<file path="config.mk">
export PLATFORM = sky130hd
export DESIGN_NAME = usb_rx_crc_check
export DESIGN_NICKNAME = d
export VERILOG_FILES = /design/src/rtl/usb_rx_crc_check.sv
export SDC_FILE = /design/constraint.sdc
export NUM_CORES = 1
export LEC_CHECK = 0
export CAP_MARGIN = 30
export CORE_ASPECT_RATIO = 1.4
export CORE_MARGIN = 5
export CORE_UTILIZATION = 50
export CTS_CLUSTER_DIAMETER = 40
export DETAILED_ROUTE_END_ITERATION = 6
export PLACE_DENSITY_LB_ADDON = 0.05
export SYNTH_ARGS = -nofsm -noshare
export SYNTH_HDL_FRONTEND = slang
export SYNTH_SLANG_ARGS = --single-unit
</file>
<file path="constraint.sdc">
create_clock -name clk -period 1.9 [get_ports clk]
set_input_delay 0.38 -clock clk [delete_from_list [all_inputs] [get_ports clk]]
set_output_delay 0.38 -clock clk [all_outputs]
set_load 0.02 [all_outputs]
</file>
<file path="src/rtl/usb_rx_crc_check.sv">
// USB receive-path CRC checker: serial CRC5/CRC16 residue check on the unstuffed
// post-PID bit stream, with the trailing CRC stripped from the forwarded stream.
//
// state | meaning
// IDLE  | waiting for start; s_valid and endr ignored
// RECV  | consuming bits, updating CRC, forwarding delayed payload
// STAT  | one cycle with done and registered status
module usb_rx_crc_check #(
    parameter int MAX_DATA_BYTES = 8
) (
    input  logic       clk,
    input  logic       rst_n,
    input  logic       s_in,
    input  logic       s_valid,
    input  logic       start,
    input  logic       endr,
    input  logic [1:0] pkt_type,
    output logic       d_out,
    output logic       d_valid,
    output logic       done,
    output logic       crc_ok,
    output logic       len_err
);

    localparam int CNT_MAX = 8 * MAX_DATA_BYTES + 16;
    localparam int CW      = $clog2(CNT_MAX + 1);

    localparam logic [CW-1:0] CNT_SAT = CW'(CNT_MAX);
    localparam logic [CW-1:0] CNT_MIN = CW'(16);
    localparam logic [1:0]    TYPE_DATA  = 2'd0;
    localparam logic [1:0]    TYPE_TOKEN = 2'd1;
    localparam logic [4:0]    POLY5  = 5'b00101;
    localparam logic [15:0]   POLY16 = 16'h8005;
    localparam logic [4:0]    RES5   = 5'b01100;
    localparam logic [15:0]   RES16  = 16'h800D;

    typedef enum logic [1:0] {IDLE, RECV, STAT} state_t;

    state_t        state_q;
    logic [1:0]    type_q;
    logic [4:0]    crc5_q, crc5_d;
    logic [15:0]   crc16_q, crc16_d;
    logic [15:0]   dl_q, dl_d;
    logic [4:0]    fill_q, fill_d;
    logic [CW-1:0] cnt_q, cnt_d;
    logic          ovf_q, ovf_d;
    logic          done_q, crc_ok_q, len_err_q;

    logic       is_data, is_tok, take, head, fb5, fb16;
    logic [4:0] depth;
    logic       len_ok, crc_match;

    assign is_data = (type_q == TYPE_DATA);
    assign is_tok  = (type_q == TYPE_TOKEN);
    assign depth   = is_data ? 5'd16 : 5'd5;
    assign take    = (state_q == RECV) && s_valid && !start;
    assign head    = is_data ? dl_q[15] : dl_q[4];

    // Forwarded bit leaves the delay-line head in the same cycle the new bit arrives.
    assign d_valid = take && (is_data || is_tok) && (fill_q == depth);
    assign d_out   = d_valid & head;

    assign done    = done_q;
    assign crc_ok  = crc_ok_q;
    assign len_err = len_err_q;

    always_comb begin
        crc5_d  = crc5_q;
        crc16_d = crc16_q;
        dl_d    = dl_q;
        fill_d  = fill_q;
        cnt_d   = cnt_q;
        ovf_d   = ovf_q;
        fb5     = crc5_q[4] ^ s_in;
        fb16    = crc16_q[15] ^ s_in;
        if (take) begin
            if (is_tok)
                crc5_d = {crc5_q[3:0], 1'b0} ^ (fb5 ? POLY5 : 5'd0);
            if (is_data)
                crc16_d = {crc16_q[14:0], 1'b0} ^ (fb16 ? POLY16 : 16'd0);
            dl_d = {dl_q[14:0], s_in};
            if (fill_q != depth)
                fill_d = fill_q + 5'd1;
            // A bit beyond the saturated count is remembered so overlong packets
            // cannot alias to the legal maximum length.
            if (cnt_q == CNT_SAT)
                ovf_d = 1'b1;
            else
                cnt_d = cnt_q + CW'(1);
        end
    end

    always_comb begin
        len_ok    = 1'b0;
        crc_match = 1'b0;
        case (type_q)
            TYPE_DATA: begin
                len_ok    = !ovf_d && (cnt_d >= CNT_MIN) && (cnt_d[2:0] == 3'b000);
                crc_match = (crc16_d == RES16);
            end
            TYPE_TOKEN: begin
                len_ok    = !ovf_d && (cnt_d == CNT_MIN);
                crc_match = (crc5_d == RES5);
            end
            default: begin
                len_ok    = !ovf_d && (cnt_d == '0);
                crc_match = len_ok;
            end
        endcase
    end

    always_ff @(posedge clk or negedge rst_n) begin
        if (!rst_n) begin
            state_q   <= IDLE;
            type_q    <= 2'd0;
            crc5_q    <= '0;
            crc16_q   <= '0;
            dl_q      <= '0;
            fill_q    <= '0;
            cnt_q     <= '0;
            ovf_q     <= 1'b0;
            done_q    <= 1'b0;
            crc_ok_q  <= 1'b0;
            len_err_q <= 1'b0;
        end else begin
            done_q    <= 1'b0;
            crc_ok_q  <= 1'b0;
            len_err_q <= 1'b0;
            if (start) begin
                // start in any state (re)opens a packet; an aborted one never reports.
                state_q <= RECV;
                type_q  <= pkt_type;
                crc5_q  <= 5'b11111;
                crc16_q <= 16'hFFFF;
                dl_q    <= '0;
                fill_q  <= '0;
                cnt_q   <= '0;
                ovf_q   <= 1'b0;
            end else begin
                case (state_q)
                    RECV: begin
                        crc5_q  <= crc5_d;
                        crc16_q <= crc16_d;
                        dl_q    <= dl_d;
                        fill_q  <= fill_d;
                        cnt_q   <= cnt_d;
                        ovf_q   <= ovf_d;
                        if (endr) begin
                            state_q   <= STAT;
                            done_q    <= 1'b1;
                            crc_ok_q  <= len_ok && crc_match;
                            len_err_q <= !len_ok;
                        end
                    end
                    STAT:    state_q <= IDLE;
                    default: state_q <= IDLE;
                endcase
            end
        end
    end

endmodule

</file>
# After elaboration in Yosys (flattened, before gate mapping)
# Cells that the tools add are included.
totals:
  ff_bits: 57
  inputBits: 8
  output_inout_bits: 5
  wordCells: 90
op_classes:
  n_addsub: 2
  n_lt_le_gt_ge: 1
  n_eq_ne: 9
  n_mux: 41
  n_bitwise: 5
  n_reduce_logical: 21
ops:
  columns: ["op", "n"]
  rows:
  - ["16-bit 2-to-1 mux", 8]
  - ["5-bit 2-to-1 mux", 9]
  - ["7-bit 2-to-1 mux", 4]
  - ["16-bit == test (second input constant)", 1]
  - ["16-bit bitwise XOR", 1]
  - ["1-bit 2-to-1 mux", 14]
  - ["1-bit logical AND", 9]
  - ["7-bit by 1-bit adder with 7-bit output (second input constant)", 1]
  - ["7-bit by 5-bit == test with 1-bit output (second input constant)", 1]
  - ["7-bit == test (second input constant)", 1]
  - ["7-bit by 5-bit greater-or-equal comparator with 1-bit output (second input constant)", 1]
  - ["7-bit logical NOT", 1]
  - ["2-bit 2-to-1 mux", 3]
  - ["2-bit nonzero test", 3]
  - ["5-bit by 1-bit adder with 5-bit output (second input constant)", 1]
  - ["5-bit by 4-bit == test with 1-bit output (second input constant)", 1]
  - ["5-bit == test", 1]
  - ["5-bit != test", 1]
  - ["5-bit by 3-bit bitwise XOR with 5-bit output", 1]
  - ["2-bit by 1-bit == test with 1-bit output (second input constant)", 2]
  - ["1-bit case mux with 2 select lines", 2]
  - ["1-bit logical NOT", 3]
  - ["3-bit logical NOT", 1]
  - ["3-bit 2-to-1 mux", 1]
  - ["other kinds (7)", 8]

# Depth between registers and ports, before layout
depth:
  word_depth: 12
  ltp_mapped: 7
  mapped_depth_nobuf: 7

# Worst setup path before layout
# No wires, ideal clock.
synth_path:
  path_type: "reg-to-output"
  start: "register fill_q[0]"
  end: "output d_out"
  arrival_ns: 1.804
  required_ns: 1.520
  setup_slack_ns: -0.284
  stages_incl_launch_ff: 6
  n_path_buf: 0
  path_cell_list: "dfrtp_1 -> nor3b_1 -> mux2i_1 -> or3_1 -> nor3_2 -> a21boi_1"
synth_between:
  elab_chain_cells: 3
synth_lines:
  columns: ["item", "line", "rtl"]
  rows:
  - ["start, declared", "44", "logic [4:0] fill_q, fill_d;"]
  - ["start signal, assigned", "145", "fill_q <= fill_d;"]
  - ["5-bit == test", "60", "assign d_valid = take && (is_data || is_tok) && (fill_q == depth);"]
  - ["1-bit logical AND", "60", null]
  - ["via d_valid", "19", "output logic d_valid,"]
  - ["1-bit AND", "61", "assign d_out = d_valid & head;"]
  - ["end, declared", "18", "output logic d_out,"]
# The timed path passes the listed nets, and every way through them passes these cells.

# Worst setup path after layout
layout_path:
  start: "register fill_q[0]"
  end: "output d_out"
layout_between:
  elab_chain_cells: 3
layout_lines:
  columns: ["item", "line"]
  rows:
  - ["5-bit == test", "60"]
  - ["1-bit logical AND", "60"]
  - ["1-bit AND", "61"]
# Every way passes these cells.

==> metrics.txt <==
outcome complete, but fails checks; violated checks negative setup slack; I/O pin cnt 13; maximum VDD drop 0.000525 V; layout cells sized above 1 0.208; met3 wire len between 100 and 150 um; most frequent cells in the layout nand2_1 (61), dfrtp_1 (57), buf_4 (35), nor2_1 (31), a21oi_1 (26); CTS Sinks 57; row count 32; met1 WL between 2000 and 3000 um; max cap viols 0; clock skew approximately 0.0068 ns; total chip power between 0.002 and 0.003 W; Hold Buf Count CTS 0; Area Growth Syn to Fin 23.4%; vias in the first global route 2,216; initial DRC count 99; Hold Vio Cnt, Final 0; TritonCTS Buffers 9; Multi-input gate area between 0.001 and 0.0015 sq mm; Cell Area, Synth 0.00281 sq mm; Worst Setup End Kind output pin; clock root cell clkbuf_8; setup ws final -0.340 ns; Final min period 2.24 ns; CTS tree built; core region area 0.00549 sq mm; placed cell areas 0.00320 sq mm; arrival time worst endpoint approximately 1.9 ns; first-pass GRT wire length 10,500 um; Place WS -0.634 ns; Synth Instances 304; RSZ-0062 raised after global routing yes; DR pass1 iterations 4; register bit total from synthesis 57; fmax around 0.45 GHz; met2 routed wirelength 3240 um; worst-path maximum fanout 3; Worst slew margin 0.602; Post-Route WL just over 6000 um; ys async rst share 1.00; drt drc 0; Reg area 0.00143 sq mm; Die X 73.3 um; Worst-Margin Slew 0.597 ns; layout net count 354; fin util 0.631; LEAKAGE 1.40 nW; DR top layer met4; All-Layer GR Usage 0.188; Syn Nets between 300 and 400; GRT Residual Overflow 0; Slew Viols, Final 0; final cell count without fillers around 410; CTS H-tree depth 3; Ys Warns 0; total number of vias 2,229; Syn Area/Cell 9.23 sq um; IO Port Bufs 12; Tcrit/Tclk final 1.18; r2r worst-path depth 6; Power Dens Cells 796 mW/mm^2; number of distinct library cells after synthesis 49; post-DP HPWL 4060 um; vias per cell ~5.4; global placement routability congestion 0.720; Worst setup SP type register; Design Area, Final 0.00346 sq mm; worst hold path type in2async; antenna viol nets, final 0; Clock Latency Late Sink around 0.34 ns; sequential share of the synthesized area 0.508; initial antenna violation count 0; ANT cells 0; final setup violation count 2; number of synthesized flops with an enable pin 0; maximum number of pins on one net before global-route repair 58; commonest non-fill, non-tap cell in the layout nand2_1; ys flop type dfrtp_1; Die Ht 98.6 um; Reg clk slew, reported paths 0.06 ns; effective utilization at floorplan 0.512; clk buf depth 2; WP data required 1.52 ns; Inst Count DP 397; die area 0.00723 sq mm; worst setup path category reg2out; drt wl/cell 14.8 um; fillers roughly 500
flip-flops by register name (all words and copies together), names as in the netlist:
name / count
crc_ok: 1
fill_q: 5
crc5_q: 5
len_err: 1
ovf_q: 1
crc16_q: 16
dl_q: 16
done: 1
type_q: 2
cnt_q: 7
state_q: 2
what timing repair did:
item / in CTS / in global routing
pin swaps: 0 / 1
cloned: 0 / 0
resized for setup: 14 / 2
setup buffers: 3 / 0
endpoints found under the setup margin: 2 / 4
power breakdown:
part           total, W  switching (W)  leakage [nW]  internal [W]
Sequential      0.00130      0.0000391         0.683       0.00126
Combinational  0.000294       0.000163         0.617      0.000131
Clock           0.00117       0.000468         0.101      0.000698
Total           0.00276       0.000670          1.40       0.00209
layer usage:
metal  up-vias  track usage
li1       1115            -
met1      1083        0.233
met2        20        0.309
met3        11       0.0316
met4         0        0.100
met5         -            0
layout make-up:
type	instances	area share
Tap cell	68	0.0246
Timing Repair Buffer	49	0.120
Inverter	3	0.00325
Multi-Input combinational cell	223	0.382
Clock inverter	2	0.0108
Clock buffer	12	0.0477
Sequential cell	57	0.412
Yosys cell counts (4+ instances only):
| library cell | count | area (sq um) |
|---|---|---|
| dfrtp_1 | 57 | 1430 |
| buf_2 | 7 | 35.0 |
| o21ai_0 | 22 | 110 |
| nand4_1 | 5 | 31.3 |
| nor2_1 | 31 | 116 |
| a21oi_1 | 26 | 130 |
| nand2_1 | 61 | 229 |
| nor3b_1 | 4 | 30.0 |
| xor2_1 | 8 | 70.1 |
| nor3_1 | 7 | 35.0 |
| xnor2_1 | 6 | 52.6 |
| nand3_1 | 4 | 20.0 |
| clkbuf_1 | 11 | 41.3 |
through the flow:
step | hold WS (ns) | TNS (ns)
6_report | 0.0329 | -0.600
5_1_grt | 0.0707 | -0.816
4_1_cts | 0.0396 | -0.554
3_5_place_dp | 0.407 | -4.37
3_3_place_gp | 0.405 | -4.23
2_1_floorplan | 0.0844 | -0.0481
kinds of logic (layout without fill, tap and decap cells):
logic type / Yosys count / in the layout / synth area share
AND/OR/NAND/NOR: 141 / 141 / 0.255
adder cells (fa/ha/maj): 3 / 3 / 0.0134
XOR/XNOR: 14 / 14 / 0.0437
flip-flops: 57 / 57 / 0.508
multiplexers: 5 / 5 / 0.0187
AO/OA/AOI/OAI: 60 / 60 / 0.124
buffers and inverters: 24 / 66 / 0.0379
worst max-delay path, cell delays in order, from the launching register on:
cell	delay [ns]
dfrtp_1	0.40
nor3b_2	0.21
mux2i_2	0.11
or3_4	0.35
nor3_4	0.13
a21boi_4	0.19
buf_6	0.13
path summary, 6_finish.rpt:
kind                           start    endpoint  slack, ns
setup / recovery           fill_q[0]       d_out      -0.34
hold / removal                 rst_n       ovf_q       0.03
setup reg to reg            cnt_q[0]      crc_ok       0.14
hold reg to reg             dl_q[10]    dl_q[11]       0.51
max in group asynchronous      rst_n  crc16_q[1]       1.61
min in group clk            dl_q[10]    dl_q[11]       0.51
No activity file was read; power rests on OpenSTA's default activity.
